==> src/rtl/rc4_pkg.sv <==
// Shared types and constants for the RC4 decrypt path.
// Message RAM writer state encoding and ASCII bounds.
package rc4_pkg;

  typedef enum logic [2:0] {
    S_IDLE,
    S_ACCEPT,
    S_WRITE,
    S_INC,
    S_DONE
  } wr_state_t;

  localparam logic [7:0] CHAR_LO    = 8'h61;
  localparam logic [7:0] CHAR_HI    = 8'h7A;
  localparam logic [7:0] CHAR_SPACE = 8'h20;

  localparam int MSG_LEN = 32;
  localparam int IDX_W   = 9;
  localparam int ADDR_W  = 8;

endpackage

==> src/rtl/write_ram_mem_if.sv <==
// Datapath/master-FSM side of the message RAM writer.
// Carries start/done, the byte handshake and the RAM write port.
interface write_ram_mem_if #(
  parameter int WID = 8
) ();

  logic           start;
  logic [WID-1:0] data_in;
  logic           data_valid;
  logic           ready;
  logic [7:0]     address;
  logic [WID-1:0] ram_data;
  logic           wren;
  logic           done;
  logic           invalid;

  modport master (
    output start,
    output data_in,
    output data_valid,
    input  ready,
    input  address,
    input  ram_data,
    input  wren,
    input  done,
    input  invalid
  );

  modport slave (
    input  start,
    input  data_in,
    input  data_valid,
    output ready,
    output address,
    output ram_data,
    output wren,
    output done,
    output invalid
  );

endinterface

==> src/rtl/ascii_char_check.sv <==
// Flags bytes that can appear in a plaintext message.
// Lowercase letters and space only.
module ascii_char_check
  import rc4_pkg::*;
#(
  parameter int WID = 8
) (
  input  logic [WID-1:0] ch,
  output logic           is_valid
);

  logic is_lower;
  logic is_space;

  assign is_lower = (ch >= WID'(CHAR_LO)) &&
                    (ch <= WID'(CHAR_HI));
  assign is_space = (ch == WID'(CHAR_SPACE));
  assign is_valid = is_lower || is_space;

endmodule

==> src/rtl/write_ram_mem.sv <==
// Sequential writer of decrypted bytes into result RAM.
// Optional early reject: RAM_WRITER_CHAR_CHECK_EN.
module write_ram_mem
  import rc4_pkg::*;
#(
  parameter int DEP = MSG_LEN,
  parameter int WID = 8
) (
  input  logic         clk,
  input  logic         reset,
  write_ram_mem_if.slave bus
);

  localparam logic [IDX_W-1:0] LAST = IDX_W'(DEP - 1);

  wr_state_t      state;
  wr_state_t      state_nx;
  logic [IDX_W-1:0] idx;
  logic [WID-1:0] data_q;
  logic           done_q;
  logic           xfer;
  logic           char_ok;

`ifdef RAM_WRITER_CHAR_CHECK_EN
  logic inv_q;

  ascii_char_check #(
    .WID(WID)
  ) u_chk (
    .ch      (bus.data_in),
    .is_valid(char_ok)
  );

  always_ff @(posedge clk or negedge reset) begin
    if (!reset) begin
      inv_q <= 1'b0;
    end else begin
      unique case (state)
        S_IDLE:   inv_q <= 1'b0;
        S_ACCEPT: if (xfer && !char_ok) inv_q <= 1'b1;
        S_DONE:   if (!bus.start) inv_q <= 1'b0;
        default:  inv_q <= inv_q;
      endcase
    end
  end

  assign bus.invalid = inv_q;
`else
  assign char_ok     = 1'b1;
  assign bus.invalid = 1'b0;
`endif

  assign xfer         = bus.ready && bus.data_valid;
  assign bus.ready    = (state == S_ACCEPT);
  assign bus.wren     = (state == S_WRITE);
  assign bus.address  = idx[ADDR_W-1:0];
  assign bus.ram_data = data_q;
  assign bus.done     = done_q;

  always_ff @(posedge clk or negedge reset) begin
    if (!reset) state <= S_IDLE;
    else        state <= state_nx;
  end

  always_comb begin
    state_nx = state;
    unique case (state)
      S_IDLE: begin
        if (bus.start) state_nx = S_ACCEPT;
      end
      S_ACCEPT: begin
        if (xfer) state_nx = char_ok ? S_WRITE : S_DONE;
      end
      S_WRITE: begin
        state_nx = S_INC;
      end
      S_INC: begin
        state_nx = done_q ? S_DONE : S_ACCEPT;
      end
      S_DONE: begin
        if (!bus.start) state_nx = S_IDLE;
      end
      default: begin
        state_nx = S_IDLE;
      end
    endcase
  end

  // done drops on the DONE->IDLE edge so it clears the cycle start is seen low
  always_ff @(posedge clk or negedge reset) begin
    if (!reset) begin
      idx    <= '0;
      data_q <= '0;
      done_q <= 1'b0;
    end else begin
      unique case (state)
        S_IDLE: begin
          idx    <= '0;
          done_q <= 1'b0;
        end
        S_ACCEPT: begin
          if (xfer) begin
            if (char_ok) data_q <= bus.data_in;
            else         done_q <= 1'b1;
          end
        end
        S_WRITE: begin
          if (idx == LAST) done_q <= 1'b1;
        end
        S_INC: begin
          if (!done_q) idx <= idx + IDX_W'(1);
        end
        S_DONE: begin
          if (!bus.start) done_q <= 1'b0;
        end
        default: begin
          done_q <= done_q;
        end
      endcase
    end
  end

endmodule

==> src/flat_wrapper.sv <==
// flat-port wrapper written by rule: the top's interface ports become plain ports
module write_ram_mem_flat import rc4_pkg::*;
#(
  parameter int DEP = MSG_LEN,
  parameter int WID = 8
)
  (clk, reset, bus_start, bus_data_in, bus_data_valid, bus_ready, bus_address, bus_ram_data, bus_wren, bus_done, bus_invalid);
  write_ram_mem_if #(.WID(WID)) bus_i ();
  input  logic clk;
  input  logic reset;
  input wire logic [$bits(bus_i.start)-1:0] bus_start;
  input wire logic [$bits(bus_i.data_in)-1:0] bus_data_in;
  input wire logic [$bits(bus_i.data_valid)-1:0] bus_data_valid;
  output wire logic [$bits(bus_i.ready)-1:0] bus_ready;
  output wire logic [$bits(bus_i.address)-1:0] bus_address;
  output wire logic [$bits(bus_i.ram_data)-1:0] bus_ram_data;
  output wire logic [$bits(bus_i.wren)-1:0] bus_wren;
  output wire logic [$bits(bus_i.done)-1:0] bus_done;
  output wire logic [$bits(bus_i.invalid)-1:0] bus_invalid;
  assign bus_i.start = bus_start;
  assign bus_i.data_in = bus_data_in;
  assign bus_i.data_valid = bus_data_valid;
  assign bus_ready = bus_i.ready;
  assign bus_address = bus_i.address;
  assign bus_ram_data = bus_i.ram_data;
  assign bus_wren = bus_i.wren;
  assign bus_done = bus_i.done;
  assign bus_invalid = bus_i.invalid;
  write_ram_mem #(.DEP(DEP), .WID(WID)) u_core (.clk(clk), .reset(reset), .bus(bus_i));
endmodule
==> config.mk <==
export PLATFORM = sky130hd
export DESIGN_NAME = write_ram_mem_flat
export DESIGN_NICKNAME = d
export VERILOG_FILES = /design/src/rtl/rc4_pkg.sv /design/src/rtl/write_ram_mem_if.sv /design/src/rtl/ascii_char_check.sv /design/src/rtl/write_ram_mem.sv /design/src/flat_wrapper.sv
export SDC_FILE = /design/constraint.sdc
export NUM_CORES = 1
export LEC_CHECK = 0
export BUFFER_PORTS_ARGS = -buffer_cell sky130_fd_sc_hd__buf_2
export CELL_PAD_IN_SITES_DETAIL_PLACEMENT = 1
export CELL_PAD_IN_SITES_GLOBAL_PLACEMENT = 1
export CORE_MARGIN = 2
export CORE_UTILIZATION = 42
export CTS_BUF_LIST = sky130_fd_sc_hd__clkbuf_2 sky130_fd_sc_hd__clkbuf_4 sky130_fd_sc_hd__clkbuf_8
export DETAILED_ROUTE_END_ITERATION = 8
export PLACE_DENSITY_LB_ADDON = 0.3
export RECOVER_POWER = 50
export SYNTH_ARGS = -nofsm -noshare
export SYNTH_HDL_FRONTEND = slang
export SYNTH_SLANG_ARGS = --single-unit
==> constraint.sdc <==
create_clock -name clk -period 4.3 [get_ports clk]
set_clock_uncertainty 0.2 [all_clocks]
set_input_delay 0.43 -clock clk [delete_from_list [all_inputs] [get_ports clk]]
set_output_delay 0.43 -clock clk [all_outputs]
set_load 0.02 [all_outputs]
==> results of run 1 <==
repair_timing:
item / CTS / global route
buffers inserted: 0 / 0
hold endpoints to repair: 21 / 0
hold buffers: 1 / 0
power by group through the flow:
stage | Sequential [mW] | Combinational [mW] | Clock (mW)
floorplan | 0.344 | 0.214 | 0
global placement | 0.321 | 0.320 | 0
detailed placement | 0.326 | 0.331 | 0
CTS | 0.321 | 0.333 | 0.101
global route | 0.335 | 0.347 | 0.111
finish | 0.322 | 0.318 | 0.0962
per-layer routing:
layer  GRT usage  share of wire
met1      0.2188           0.43
met2      0.3112           0.53
met3     0.02108          0.024
met4     0.07317         0.0097
met5           0              0
kinds of logic (layout without fill, tap and decap cells):
kind of cell / after synthesis / after routing / synth area share
other cells: 1 / 1 / 0.003371
xor+xnor: 1 / 1 / 0.007875
fa+ha+maj: 1 / 1 / 0.01125
buf+inv: 17 / 39 / 0.09111
simple gates: 35 / 35 / 0.1811
mux: 9 / 9 / 0.09112
flops: 21 / 21 / 0.4724
compound gates: 25 / 25 / 0.1417
registers in the layout, summed over array words and instances, names as in the netlist:
signal	flops
u_core.bus.ram_data	8
u_core.bus.done	1
u_core.idx	9
u_core.state	3
cells in the mapped netlist (3+ instances only):
| cell type | n | area share |
|---|---|---|
| dfrtp_1 | 21 | 0.47 |
| buf_4 | 10 | 0.067 |
| mux2_2 | 9 | 0.091 |
| o21ai_0 | 9 | 0.040 |
| nand2_1 | 8 | 0.027 |
| nor2_1 | 8 | 0.027 |
| a21oi_1 | 4 | 0.018 |
| inv_1 | 4 | 0.013 |
| clkbuf_1 | 3 | 0.010 |
| o211ai_1 | 3 | 0.020 |
| or3_1 | 3 | 0.017 |
worst paths after layout:
check / to / slack (ps)
max: bus_wren / 2060
min: u_core.bus.ram_data[4] / 150
max reg2reg: u_core.bus.ram_data[1] / 2240
min reg2reg: u_core.bus.ram_data[7] / 320
max in group asynchronous: u_core.idx[5] / 2560
min in group asynchronous: u_core.state[2] / 660
layout make-up:
class | instances | area (um^2)
timing repair buffer | 31 | 150.1
fill | 296 | 1259
inverter | 4 | 15.01
sequential | 21 | 525.5
multi-input combinational | 72 | 485.5
tap | 30 | 37.54
clock buffer | 3 | 22.52
clock inverter | 1 | 5.005
stage by stage:
step,worst slack (ps),hold WS (ps),cells,instance area [um^2]
final,2056,148.5,162,1241
after global routing,1977,133.6,162,1241
after CTS,2058,145.8,162,1251
after detailed placement,2239,223.3,157,1214
after global placement,2387,213.9,157,1214
after floorplan,2435,-65.59,110,1112
worst max-delay path: stages (launching register included):
cell	delay, ps
dfrtp_1	640
nand2b_1	250
nor2_1	210
buf_2	210
==> flow_summary.toml, run 1 <==
[run_status]
outcome = "finished clean"

[timing]
worst-slew-pin-transition_ps = 1157
timing.final.hold_violations = 0
min_period_over_period = 0.5220
setup-violations-final = 0
fin_tns_setup_ps = 0
relSlewSlack = 0.2285
post_layout_min_period_ps = 2244
unrepaired_setup_endpoints_after_global_routing = "no"
slew_violations = 0
max_freq_mhz = 445.5

[min_path]
holdPathStages = 2
holdCritPathClass = "input pin to flip-flop"
min_from = "bus_data_in[4]"

[clock_tree]
root_buffer = "clkbuf_4"
clk-insertion-delay-late_ps = 300
path_clk_slew_ps = 120
cts_htree_levels = 1
tritoncts.num_buffers = 3
tritoncts_clock_tree = "yes"
clock_sink_count = 21
cts-root-to-sink-buffers = 2
post_cts_resized = 0

[power]
static_leakage_nw = 0.5659
totalPowerFinal_mw = 0.7360
power.net_switching_mw = 0.3273
sw_frac_of_total = 0.4447
vdd_drop_max_mv = 0.3636
power_per_cell_area_nw_per_um2 = 593.0
power.sequential.fraction = 0.438
p_int_mw = 0.4087
power.share.combinational = 0.432
power.share.clock = 0.131

[die]
design.core.area_um2 = 2500
pin_count = 32
die-width_um = 55.46
dieArea_um2 = 3076
floorplan.initialDensity = 0.4449
fp.dieH_um = 55.46
placement_rows = 18

[synthesis]
yosysSeqAreaShare = 0.4724
ys_types = 32
synth_cells = 110
synthesis.nets = 123
synth-warning-count = 0
mappedNetlistArea_um2 = 1112
async_flop_share = 1.000
postSynth.topFlopCell = "dfrtp_1"
postSynthAreaPerCell_um2 = 10.11
postSynthRegisterBits = 21
synth_edf_count = 0

[detailed_routing]
drt.antenna.violating_nets = 0
drc_errors = 0
via_per_inst = 5.432
wl_per_cell_um = 15.33
routed_wirelength_um = 2484
detail_route.iter0.violations = 10
dr_total_vias = 880
dr.pass1.iters = 3

[setup_path]
worst_ep_arrival_time_ps = 1610
endpoint_kind = "output port"
reg2reg_from = "u_core.state[0]"
critPathMaxFanout = 13
cp.required_ps = 3670
worst_r2r_path_depth = 3
category_of_the_critical_setup_timing_path = "flip-flop to output port"
startpoint = "u_core.state[1]"
critPathLaunchType = "flip-flop"

[grt]
grt_pass1_wl_um = 4326
global_route.overflow_total = 0
grt_pass1_vias = 931
grt_antenna_before_repair = 0
grt_start_max_net_pins = 22
globalRouteTotalUtil = 0.1773

[finish]
layout_commonest_cell = "buf_2"
area.growth.synth_to_final_pct = 11.59
diodes = 0
post_route_cells_drive_above_1_share = 0.2879
finalNetCount = 146
most-common-layout-cells = "buf_2, dfrtp_1, mux2_2, o21ai_0"
layout.core_utilization = 0.4965

[placed_design]
routabilityCongestion = 0.7580
place.detailed.hpwl_um = 1866
place.port_buffers = 30

[job]
cap_viol_max_count = 0
Note: power is estimated with default switching activity, not from simulation.
==> run 2, diff against run 1 <==
Settings changed: CORE_UTILIZATION 42 to 40.
Clock period 4.3 ns to 2.1 ns, I/O delays scaled along.
==> flow_summary.toml, run 2 (synthesized netlist as in run 1, its figures left out) <==
[run_status]
outcome = "finished clean"

[timing]
fin_tns_setup_ps = 0
post-route-worst-setup-slack_ps = 136.9
max_freq_mhz = 509.4
min_period_over_period = 0.9348
relSlewSlack = 0.2234
timing.final.hold_violations = 0
unrepaired_setup_endpoints_after_global_routing = "no"
setup-violations-final = 0
slew_violations = 0
worst-slew-pin-transition_ps = 1165
post_layout_min_period_ps = 1963

[setup_path]
timing.reg2reg.setup_slack_ps = 290
worst_ep_arrival_time_ps = 1550
category_of_the_critical_setup_timing_path = "flip-flop to output port"
endpoint_kind = "output port"
reg2reg_from = "u_core.idx[0]"
worst_reg2reg_endpoint = "u_core.idx[8]"
cp.required_ps = 1690
worst_r2r_path_depth = 5
critPathMaxFanout = 9
critPathLaunchType = "flip-flop"

[die]
design.core.area_um2 = 2686
fp.dieH_um = 56.74
floorplan.initialDensity = 0.4141
pin_count = 32
die-width_um = 56.74
placement_rows = 19
dieArea_um2 = 3219

[detailed_routing]
via_per_inst = 5.426
drt.antenna.violating_nets = 0
dr_total_vias = 955
wl_per_cell_um = 16.03
detail_route.iter0.violations = 8
drc_errors = 0
dr.pass1.iters = 4
routed_wirelength_um = 2822

[grt]
grt_antenna_before_repair = 0
globalRouteTotalUtil = 0.1997
grt_pass1_vias = 1002
grt_pass1_wl_um = 4947
global_route.overflow_total = 0
grt_start_max_net_pins = 22

[finish]
most-common-layout-cells = "buf_2, dfrtp_1, dlygate4sd3_1"
largest_reg_flops = 9
area.growth.synth_to_final_pct = 22.61
diodes = 0
post_route_cells_drive_above_1_share = 0.2828
max_flop_register = "u_core.idx"
finalNetCount = 159

[clock_tree]
cts_htree_levels = 1
tritoncts_clock_tree = "yes"
root_buffer = "clkbuf_4"
post_cts_resized = 0
clk-insertion-delay-late_ps = 320
clock_sink_count = 21
tritoncts.num_buffers = 3
cts-root-to-sink-buffers = 2
path_clk_slew_ps = 140

[min_path]
hold-path-endpoint = "u_core.state[0]"
min_from = "bus_data_valid"
holdPathStages = 4
holdCritPathClass = "input pin to flip-flop"

[placed_design]
pre_cts_slack_ps = 317.6
place.detailed.hpwl_um = 1935
place.port_buffers = 30
routabilityCongestion = 0.7750

[power]
static_leakage_nw = 0.6173
power_per_cell_area_nw_per_um2 = 1172
vdd_drop_max_mv = 0.7824

[job]
cap_viol_max_count = 0
run 2: changes by cell type in the layout (fill, tap and decap cells not counted):
cell           change
dlygate4sd3_1      +9
buf_4              +4
buf_2              -1
clkbuf_1           +1
clkinv_2           -1
clkinvlp_4         +1
run 2: area by class of cell:
class,instances,area [um^2]
clock inverters,1,7.507
fillers,314,1323
clock buffers,3,22.52
well taps,31,38.79
flip-flops and latches,21,525.5
inverters,4,15.01
repair buffers,44,269.0
multi-input cells,72,485.5
run 2: per-stage QoR:
stage,std cells,util,total power [mW],instance area (um^2),hold WS [ps]
floorplan,110,-,1.143,1112,-285.6
global placement,162,0.4634,1.357,1245,-5.282
detailed placement,162,0.4634,1.391,1245,3.049
CTS,176,0.5119,1.622,1375,43.27
global route,176,0.5077,1.718,1364,56.73
finish,176,0.5077,1.598,1364,42.40
run 2: power by group:
group / internal (mW) / total (mW) / switching, mW
registers: 0.518 / 0.624 / 0.106
logic: 0.289 / 0.754 / 0.465
clock network: 0.0728 / 0.220 / 0.147
run 2: how the worst max path moves through the flow:
stage | slack, ps | startpoint | end | cells past startpoint
after CTS | 140 | u_core.state[2] | bus_wren | 4
after detailed placement | 320 | u_core.state[2] | u_core.idx[8] | 4
after floorplan | 360 | u_core.state[1] | u_core.bus.ram_data[0] | 3
final | 140 | u_core.state[2] | bus_wren | 4
after global placement | 370 | u_core.state[2] | u_core.idx[8] | 4
after global routing | 40 | u_core.state[2] | bus_wren | 4
run 2: repair_timing:
action                    in CTS  in global routing
hold buffers                  10                  0
setup buffers                  0                  0
hold endpoints to repair      30                  0
run 2: critical path, stage by stage, from the launching register on:
cell and delay (ps):
dfrtp_1 440, buf_4 180, nand2b_1 220, nor2_1 180, buf_2 200
run 2: layer usage:
metal	share of wire	track usage
met3	0.030	0.03687
met1	0.42	0.2526
met4	0.015	0.08306
met2	0.53	0.3339
met5	0	0
